File: src/rtl/simplez_pkg.sv
// Shared opcode, FSM-state and control-word definitions for the Simplez CPU.
package simplez_pkg;

  typedef enum logic [2:0] {
    OP_ST   = 3'd0,
    OP_LD   = 3'd1,
    OP_ADD  = 3'd2,
    OP_BR   = 3'd3,
    OP_BZ   = 3'd4,
    OP_CLR  = 3'd5,
    OP_DEC  = 3'd6,
    OP_HALT = 3'd7
  } opcode_t;

  typedef enum logic [2:0] {
    S_FETCH,
    S_DECODE,
    S_EXEC,
    S_OPER,
    S_HALTED
  } state_t;

  typedef struct packed {
    logic rd;
    logic wr;
    logic addr_cd;
    logic ri_load;
    logic pc_inc;
    logic pc_load;
    logic ac_clr;
    logic ac_dec;
    logic ac_ld;
    logic ac_add;
  } ctrl_t;

endpackage

File: src/rtl/simplez_seq.sv
// Simplez sequencer: five-state FSM plus decode of memory strobes and datapath enables.
module simplez_seq
  import simplez_pkg::*;
(
  input  logic    clk,
  input  logic    rstn,
  input  logic    run,
  input  opcode_t op,
  input  logic    ac_zero,
  output ctrl_t   ctrl,
  output logic    stop
);

  state_t state, next_state;

  always_ff @(posedge clk or negedge rstn) begin
    if (!rstn) state <= S_FETCH;
    else       state <= next_state;
  end

  always_comb begin
    next_state = state;
    case (state)
      S_FETCH:  if (run) next_state = S_DECODE;
      S_DECODE: next_state = S_EXEC;
      S_EXEC: begin
        case (op)
          OP_LD, OP_ADD: next_state = S_OPER;
          OP_HALT:       next_state = S_HALTED;
          default:       next_state = S_FETCH;
        endcase
      end
      S_OPER:   next_state = S_FETCH;
      S_HALTED: next_state = S_HALTED;
      default:  next_state = S_FETCH;
    endcase
  end

  always_comb begin
    ctrl = '0;
    stop = 1'b0;
    case (state)
      S_FETCH:  ctrl.rd = run;
      S_DECODE: begin
        ctrl.ri_load = 1'b1;
        ctrl.pc_inc  = 1'b1;
      end
      S_EXEC: begin
        case (op)
          OP_ST: begin
            ctrl.wr      = 1'b1;
            ctrl.addr_cd = 1'b1;
          end
          OP_LD, OP_ADD: begin
            ctrl.rd      = 1'b1;
            ctrl.addr_cd = 1'b1;
          end
          OP_BR:   ctrl.pc_load = 1'b1;
          OP_BZ:   ctrl.pc_load = ac_zero;
          OP_CLR:  ctrl.ac_clr  = 1'b1;
          OP_DEC:  ctrl.ac_dec  = 1'b1;
          default: ;
        endcase
      end
      S_OPER: begin
        ctrl.ac_ld  = (op == OP_LD);
        ctrl.ac_add = (op == OP_ADD);
      end
      S_HALTED: stop = 1'b1;
      default: ;
    endcase
    // Strobes are gated by rstn itself so they drop the instant reset asserts.
    if (!rstn) begin
      ctrl.rd = 1'b0;
      ctrl.wr = 1'b0;
    end
  end

endmodule

File: src/rtl/simplez_cpu.sv
// Simplez accumulator CPU: PC, AC and RI datapath around the simplez_seq controller.
module simplez_cpu
  import simplez_pkg::*;
#(
  parameter int          DATAW    = 12,
  parameter int          ADDRW    = 9,
  parameter int unsigned RESET_PC = 0,
  parameter int          LEDW     = 4
) (
  input  logic             clk,
  input  logic             rstn,
  input  logic             run,
  output logic [ADDRW-1:0] mem_addr,
  output logic             mem_rd,
  output logic             mem_wr,
  output logic [DATAW-1:0] mem_wdata,
  input  logic [DATAW-1:0] mem_rdata,
  output logic [ADDRW-1:0] pc,
  output logic [DATAW-1:0] ac,
  output logic [LEDW-1:0]  leds,
  output logic             stop
);

  localparam logic [ADDRW-1:0] PC0 = ADDRW'(RESET_PC);

  if (DATAW < ADDRW + 3) begin : g_bad_dataw
    $error("simplez_cpu: DATAW must be at least ADDRW+3");
  end
  if (LEDW > DATAW) begin : g_bad_ledw
    $error("simplez_cpu: LEDW must not exceed DATAW");
  end

  // Only the CO and CD fields of RI are kept; the bits between them are never used.
  logic [2:0]       ri_co;
  logic [ADDRW-1:0] ri_cd;
  ctrl_t            ctrl;

  simplez_seq u_seq (
    .clk     (clk),
    .rstn    (rstn),
    .run     (run),
    .op      (opcode_t'(ri_co)),
    .ac_zero (ac == '0),
    .ctrl    (ctrl),
    .stop    (stop)
  );

  always_ff @(posedge clk or negedge rstn) begin
    if (!rstn) begin
      pc    <= PC0;
      ac    <= '0;
      ri_co <= '0;
      ri_cd <= '0;
    end else begin
      if (ctrl.ri_load) begin
        ri_co <= mem_rdata[DATAW-1 -: 3];
        ri_cd <= mem_rdata[ADDRW-1:0];
      end
      if (ctrl.pc_inc)       pc <= pc + ADDRW'(1);
      else if (ctrl.pc_load) pc <= ri_cd;
      if (ctrl.ac_clr)       ac <= '0;
      else if (ctrl.ac_dec)  ac <= ac - DATAW'(1);
      else if (ctrl.ac_ld)   ac <= mem_rdata;
      else if (ctrl.ac_add)  ac <= ac + mem_rdata;
    end
  end

  always_comb begin
    if (!rstn)             mem_addr = '0;
    else if (ctrl.addr_cd) mem_addr = ri_cd;
    else                   mem_addr = pc;
  end

  assign mem_rd    = ctrl.rd;
  assign mem_wr    = ctrl.wr;
  assign mem_wdata = ctrl.wr ? ac : '0;
  assign leds      = ac[LEDW-1:0];

endmodule
File: config.mk
export PLATFORM = sky130hd
export DESIGN_NAME = simplez_cpu
export DESIGN_NICKNAME = d
export VERILOG_FILES = /design/src/rtl/simplez_pkg.sv /design/src/rtl/simplez_seq.sv /design/src/rtl/simplez_cpu.sv
export SDC_FILE = /design/constraint.sdc
export NUM_CORES = 1
export LEC_CHECK = 0
export ABC_AREA = 1
export CORE_ASPECT_RATIO = 0.8
export CORE_UTILIZATION = 35
export CTS_BUF_LIST = sky130_fd_sc_hd__clkbuf_4
export CTS_CLUSTER_DIAMETER = 100
export CTS_CLUSTER_SIZE = 10
export DETAILED_ROUTE_END_ITERATION = 12
export SLEW_MARGIN = 10
export SYNTH_ARGS = -nofsm -noshare
export SYNTH_HDL_FRONTEND = slang
export SYNTH_SLANG_ARGS = --single-unit
File: constraint.sdc
create_clock -name clk -period 2.4 [get_ports clk]
set_input_delay 0.6 -clock clk [delete_from_list [all_inputs] [get_ports clk]]
set_output_delay 0.6 -clock clk [all_outputs]
set_load 0.02 [all_outputs]
## After elaboration in Yosys (flattened, before gate mapping)

Index checks and enable logic that the tools add are counted.

| storage, ports and cells | value |
|---|---|
| flip-flop bits (word level) | 36 |
| bits of input ports | 15 |
| output and inout port bits | 49 |
| word-level logic and storage cells | 52 |

| operators by class | value |
|---|---|
| add/subtract/negate cells | 3 |
| equality and inequality tests | 12 |
| muxes and demuxes | 25 |
| reduce and logical (&&, ||, !) cells | 7 |

Operators with widths:

| cell | number |
|---|---|
| 2-to-1 mux 12 bit | 5 |
| 2-to-1 mux 9 bit | 4 |
| == test 3 bit (second input constant) | 5 |
| adder 12 bit | 1 |
| == test 3 x 2 -> 1 bit (second input constant) | 4 |
| logical NOT 12 bit | 1 |
| case mux 3 bit (4 select lines) | 1 |
| subtractor 12 x 1 -> 12 bit (second input constant) | 1 |
| adder 9 x 1 -> 9 bit (second input constant) | 1 |
| 2-to-1 mux 2 bit | 4 |
| == test 3 x 1 -> 1 bit (second input constant) | 2 |
| logical NOT 3 bit | 2 |
| 2-to-1 mux 1 bit | 6 |
| 2-to-1 mux 3 bit | 2 |
| case mux 3 bit (2 select lines) | 1 |
| case mux 1 bit (2 select lines) | 2 |
| nonzero test 4 bit | 1 |
| OR reduction 3 bit | 1 |
| != test 2 bit (second input constant) | 1 |
| nonzero test 2 bit | 1 |
| OR reduction 2 bit | 1 |

## Logic depth before layout (Yosys ltp)

| depth | value |
|---|---|
| word-level depth | 6 |
| mapped depth | 13 |
| depth with buffers taken out | 13 |

## By module

A second synthesis with hierarchy kept.

| second synthesis, totals | value |
|---|---|
| cells, all modules | 462 |
| area total of the unflattened synthesis | 3031.7 sq um |

By module, submodules not included:

| module | times used | cells an instance | area an instance (sq um) | seq. area each (sq um) |
|---|---|---|---|---|
| simplez_cpu | 1 | 420 | 2758.9 | 825.8 |
| simplez_seq | 1 | 42 | 272.8 | 75.1 |

## Least setup slack after synthesis

OpenSTA, ideal clock, no wires.

| path | value |
|---|---|
| path kind | input to output |
| start point | in rstn |
| end point | out mem_wdata[10] |
| arrival time | 1806 ps |
| required time | 1800 ps |
| path slack | -6 ps |
| cell stages on the path | 5 |
| path buffers | 1 |
| cells stage by stage | inv_1 -> nor4_2 -> inv_1 -> buf_2 -> nor2_1 |

| between the ends | value |
|---|---|
| cells in the longest elaborated chain, start to end | 2 |

Ends and longest elaborated chain:

| item | line | RTL |
|---|---|---|
| start: declaration | simplez_cpu.sv:11 | `input logic rstn,` |
| 2-to-1 mux 2 bit | simplez_seq.sv:73 | `if (!rstn) begin` |
| named net mem_wr | simplez_cpu.sv:15 | `output logic mem_wr,` |
| 2-to-1 mux 12 bit | simplez_cpu.sv:76 | `assign mem_wdata = ctrl.wr ? ac : '0;` |
| end: declaration | simplez_cpu.sv:16 | `output logic [DATAW-1:0] mem_wdata,` |

The timed path passes the listed nets, and every way through them passes these cells.

## Worst setup path in the final report

| path | value |
|---|---|
| start point | reg u_seq.state[2] |
| end point | out mem_addr[3] |

| between the ends | value |
|---|---|
| cells in the longest elaborated chain, start to end | 4 |

Ends and longest elaborated chain:

| item | line | RTL |
|---|---|---|
| start: declaration | simplez_seq.sv:14 | `state_t state, next_state;` |
| start signal: assignment | simplez_seq.sv:18 | `else state <= next_state;` |
| == test 3 x 2 -> 1 bit | simplez_seq.sv:42 | `case (state)` |
| 2-to-1 mux 2 bit | simplez_seq.sv:42 |  |
| 2-to-1 mux 9 bit | simplez_cpu.sv:70 | `else if (ctrl.addr_cd) mem_addr = ri_cd;` |
| 2-to-1 mux 9 bit | simplez_cpu.sv:69 | `if (!rstn) mem_addr = '0;` |
| end: declaration | simplez_cpu.sv:13 | `output logic [ADDRW-1:0] mem_addr,` |

No other way between the ends.

==> metrics.md <==
| Metric | Value |
|---|---|
| Slew @ Worst Pin | 318 ps |
| Critical Path Fanout Max | 19 |
| Peak supply drop | 0.568 mV |
| DIE WIDTH | 105 um |
| MaxCap Viol Count | 0 |
| H-tree Lvls | 2 |
| Synth Net Count | 499 |
| Fmax | 435 MHz |
| Die area | 0.00891 sq mm |
| Post-CTS Setup Bufs | 0 |
| Sum Neg Setup Slack | 0 ps |
| Initial antenna violation count | 0 |
| GP Congestion | 0.878 |
| GRT overflow | 0 |
| EDFF count, synth | 0 |
| R2R setup slack | 400 ps |
| RSZ-0062 raised after global routing | yes |
| GRT Util Overall | 20.9% |
| Port Buffers | 63 |
| Post-route ant nets | 0 |
| Crit Reg-Reg Endpoint | ac[5]$_DFFE_PN0P_ |
| CP Capture Type | output port |
| Worst Path Arrival | 1700 ps |
| Primary FF master, synth | dfrtp_1 |
| CTS tree | yes |
| Leading cell type in the layout, fill and taps excluded | nand2_1 |
| Root buffer cell | clkbuf_4 |
| Dpl cell area | 0.00394 sq mm |
| Post-DP HPWL | 7060 um |
| Worst Path Required | 1800 ps |
| First-pass GRT wire length | 14900 um |
| Tmin final | 2300 ps |
| Reg clk slew, reported paths | 110 ps |
| Area delta synth->final | 32.1% |
| Core Area | 0.00809 sq mm |
| Final WL | 9030 um |
| Post-synth cell types | 32 |
| Critical path startpoint category | flop |
| Nets | 589 |
| Initial Util | 36.9% |
| Final hold violations | 0 |
| Row cnt | 29 |
| Share of cells above drive strength 1 | 17.1% |
| Drt initial violations | 221 |
| Yosys reg bits | 36 |
| Vias per inst | 5.00 |
| Vias in the first global route | 3063 |
| Design Area, Final | 0.00395 sq mm |
| Initial DRT Pass Iterations | 5 |
| Pleak | 0.00204 uW |
| Endpoints failing setup | 0 |
| Via Count | 3337 |
| Syn avg cell area | 6.37 sq um |
| Final setup skew | 11.6 ps |
| Reg-to-reg startpoint | u_seq.state[2]$_DFFE_PN0P_ |
| Routed WL per cell | 13.5 um |
| Synth Instances | 469 |
| Clock Path Buffers | 2 |
| Fin util | 48.8% |
| Commonest cells after routing, fill and taps aside | 120 x nand2_1, 63 x inv_1, 52 x nor2_1 |
| DRC | 0 |
| Cell count of the worst reg-to-reg path | 13 |
| YS warnings | 0 |
| Num CTS Buffers | 5 |
| Max Slew Vio Count | 0 |
| Mapped Area | 0.00299 sq mm |
| PwrDens | 1280 mW/mm^2 |
| Largest net degree at the start of global routing | 27 |
| Final critical-path share of the clock period | 95.8% |
| Clk Latency, worst-skew pair | 340 ps |
| Post-synth ARST share | 100% |
| Clk sinks | 36 |
| Run status | completed |
| Min-delay worst type | input port to async pin |
| Max_slew headroom | 78.8% |
| Kind of critical path | flop to output port |
| Post-synthesis sequential area ratio | 30.2% |
| # hold bufs at CTS | 0 |
| # IOs | 64 |
| Die Y | 84.6 um |
| Ant diodes | 0 |
[area by class of cell]
type,instances,area [sq um]
Clock buffer,7,52.6
Clock inverter,1,3.75
Fill cell,854,4140
Inverter,69,259
Multi-Input combinational cell,350,1780
Sequential cell,36,901
Tap cell,108,135
Timing Repair Buffer,97,812
[sequential cells by signal (all words and copies together), names as in the netlist]
signal and count:
ri_cd 9, pc 9, ri_co 3, ac 12, u_seq.state 3
[cells by family after synthesis]
family                     synth area share, %
AOI/OAI and AO/OA                         15.4
buffers and inverters                     11.4
DFF                                       30.2
xor gates and xnor gates                  1.17
and+or+nand+nor                           35.3
adders and majority gates                 6.53
[worst max-delay path by stage]
stage | from | end | slack [ps] | cells after the start
finish | u_seq.state[2]$_DFFE_PN0P_ | mem_addr[3] | 100 | 9
global route | u_seq.state[2]$_DFFE_PN0P_ | mem_wdata[11] | -40 | 7
CTS | ri_co[0]$_DFFE_PN0P_ | mem_wdata[3] | 9 | 7
detailed placement | rstn | mem_wdata[3] | -320 | 7
global placement | rstn | mem_wdata[1] | -260 | 7
floorplan | rstn | mem_wdata[10] | 140 | 5
[worst max-delay path, cell delays in order, from the launching register on]
cell and delay [ps]:
dfrtp_1 400, nor2_2 120, nand2_2 70, buf_4 140
inv_1 50, nand2_2 70, buf_12 160, o21ai_1 130
a21oi_1 50, buf_2 160
[metal layers]
metal	GRT usage [%]	part of all wire [%]	up-vias
met3	3.34	6.3	4
met5	0	0	-
li1	-	-	1690
met1	32.0	51	1540
met4	2.82	0.29	0
met2	31.2	42	103
[Yosys cell counts, drive strengths merged, types with 2 or more instances]
cell | number | area share [%]
nand2 | 125 | 16
nand3 | 39 | 6.5
ha | 14 | 5.9
dfrtp | 36 | 30
nor3 | 4 | 1.2
o21ai | 60 | 10
xnor2 | 2 | 0.59
nor2 | 58 | 7.9
o21bai | 2 | 0.50
or2 | 5 | 1.0
clkbuf | 3 | 0.38
a21oi | 23 | 3.9
inv | 69 | 8.7
nand4 | 8 | 1.7
xor2 | 2 | 0.59
buf | 11 | 2.4
nand3b | 2 | 0.50
[where the power goes]
part	total (uW)	switching [uW]	leakage [uW]	internal [uW]
clock	347	211	0.0000338	136
combinational	3470	2040	0.00156	1430
sequential	1240	347	0.000446	897
[stage by stage]
step	setup WS [ps]	power (uW)	cells	hold slack [ps]
floorplan	138	3380	469	304
detailed placement	-316	4720	660	478
global route	-43.5	5570	668	261
finish	100	5060	668	246
CTS	9.23	5020	668	246
global placement	-255	4680	660	479
[timing repair]
| item | in CTS | in global routing |
|---|---|---|
| resized for setup | 89 | 32 |
| pin swaps | 0 | 2 |
| endpoints found under the setup margin | 23 | 26 |
Note: power is estimated with default switching activity, not from simulation.
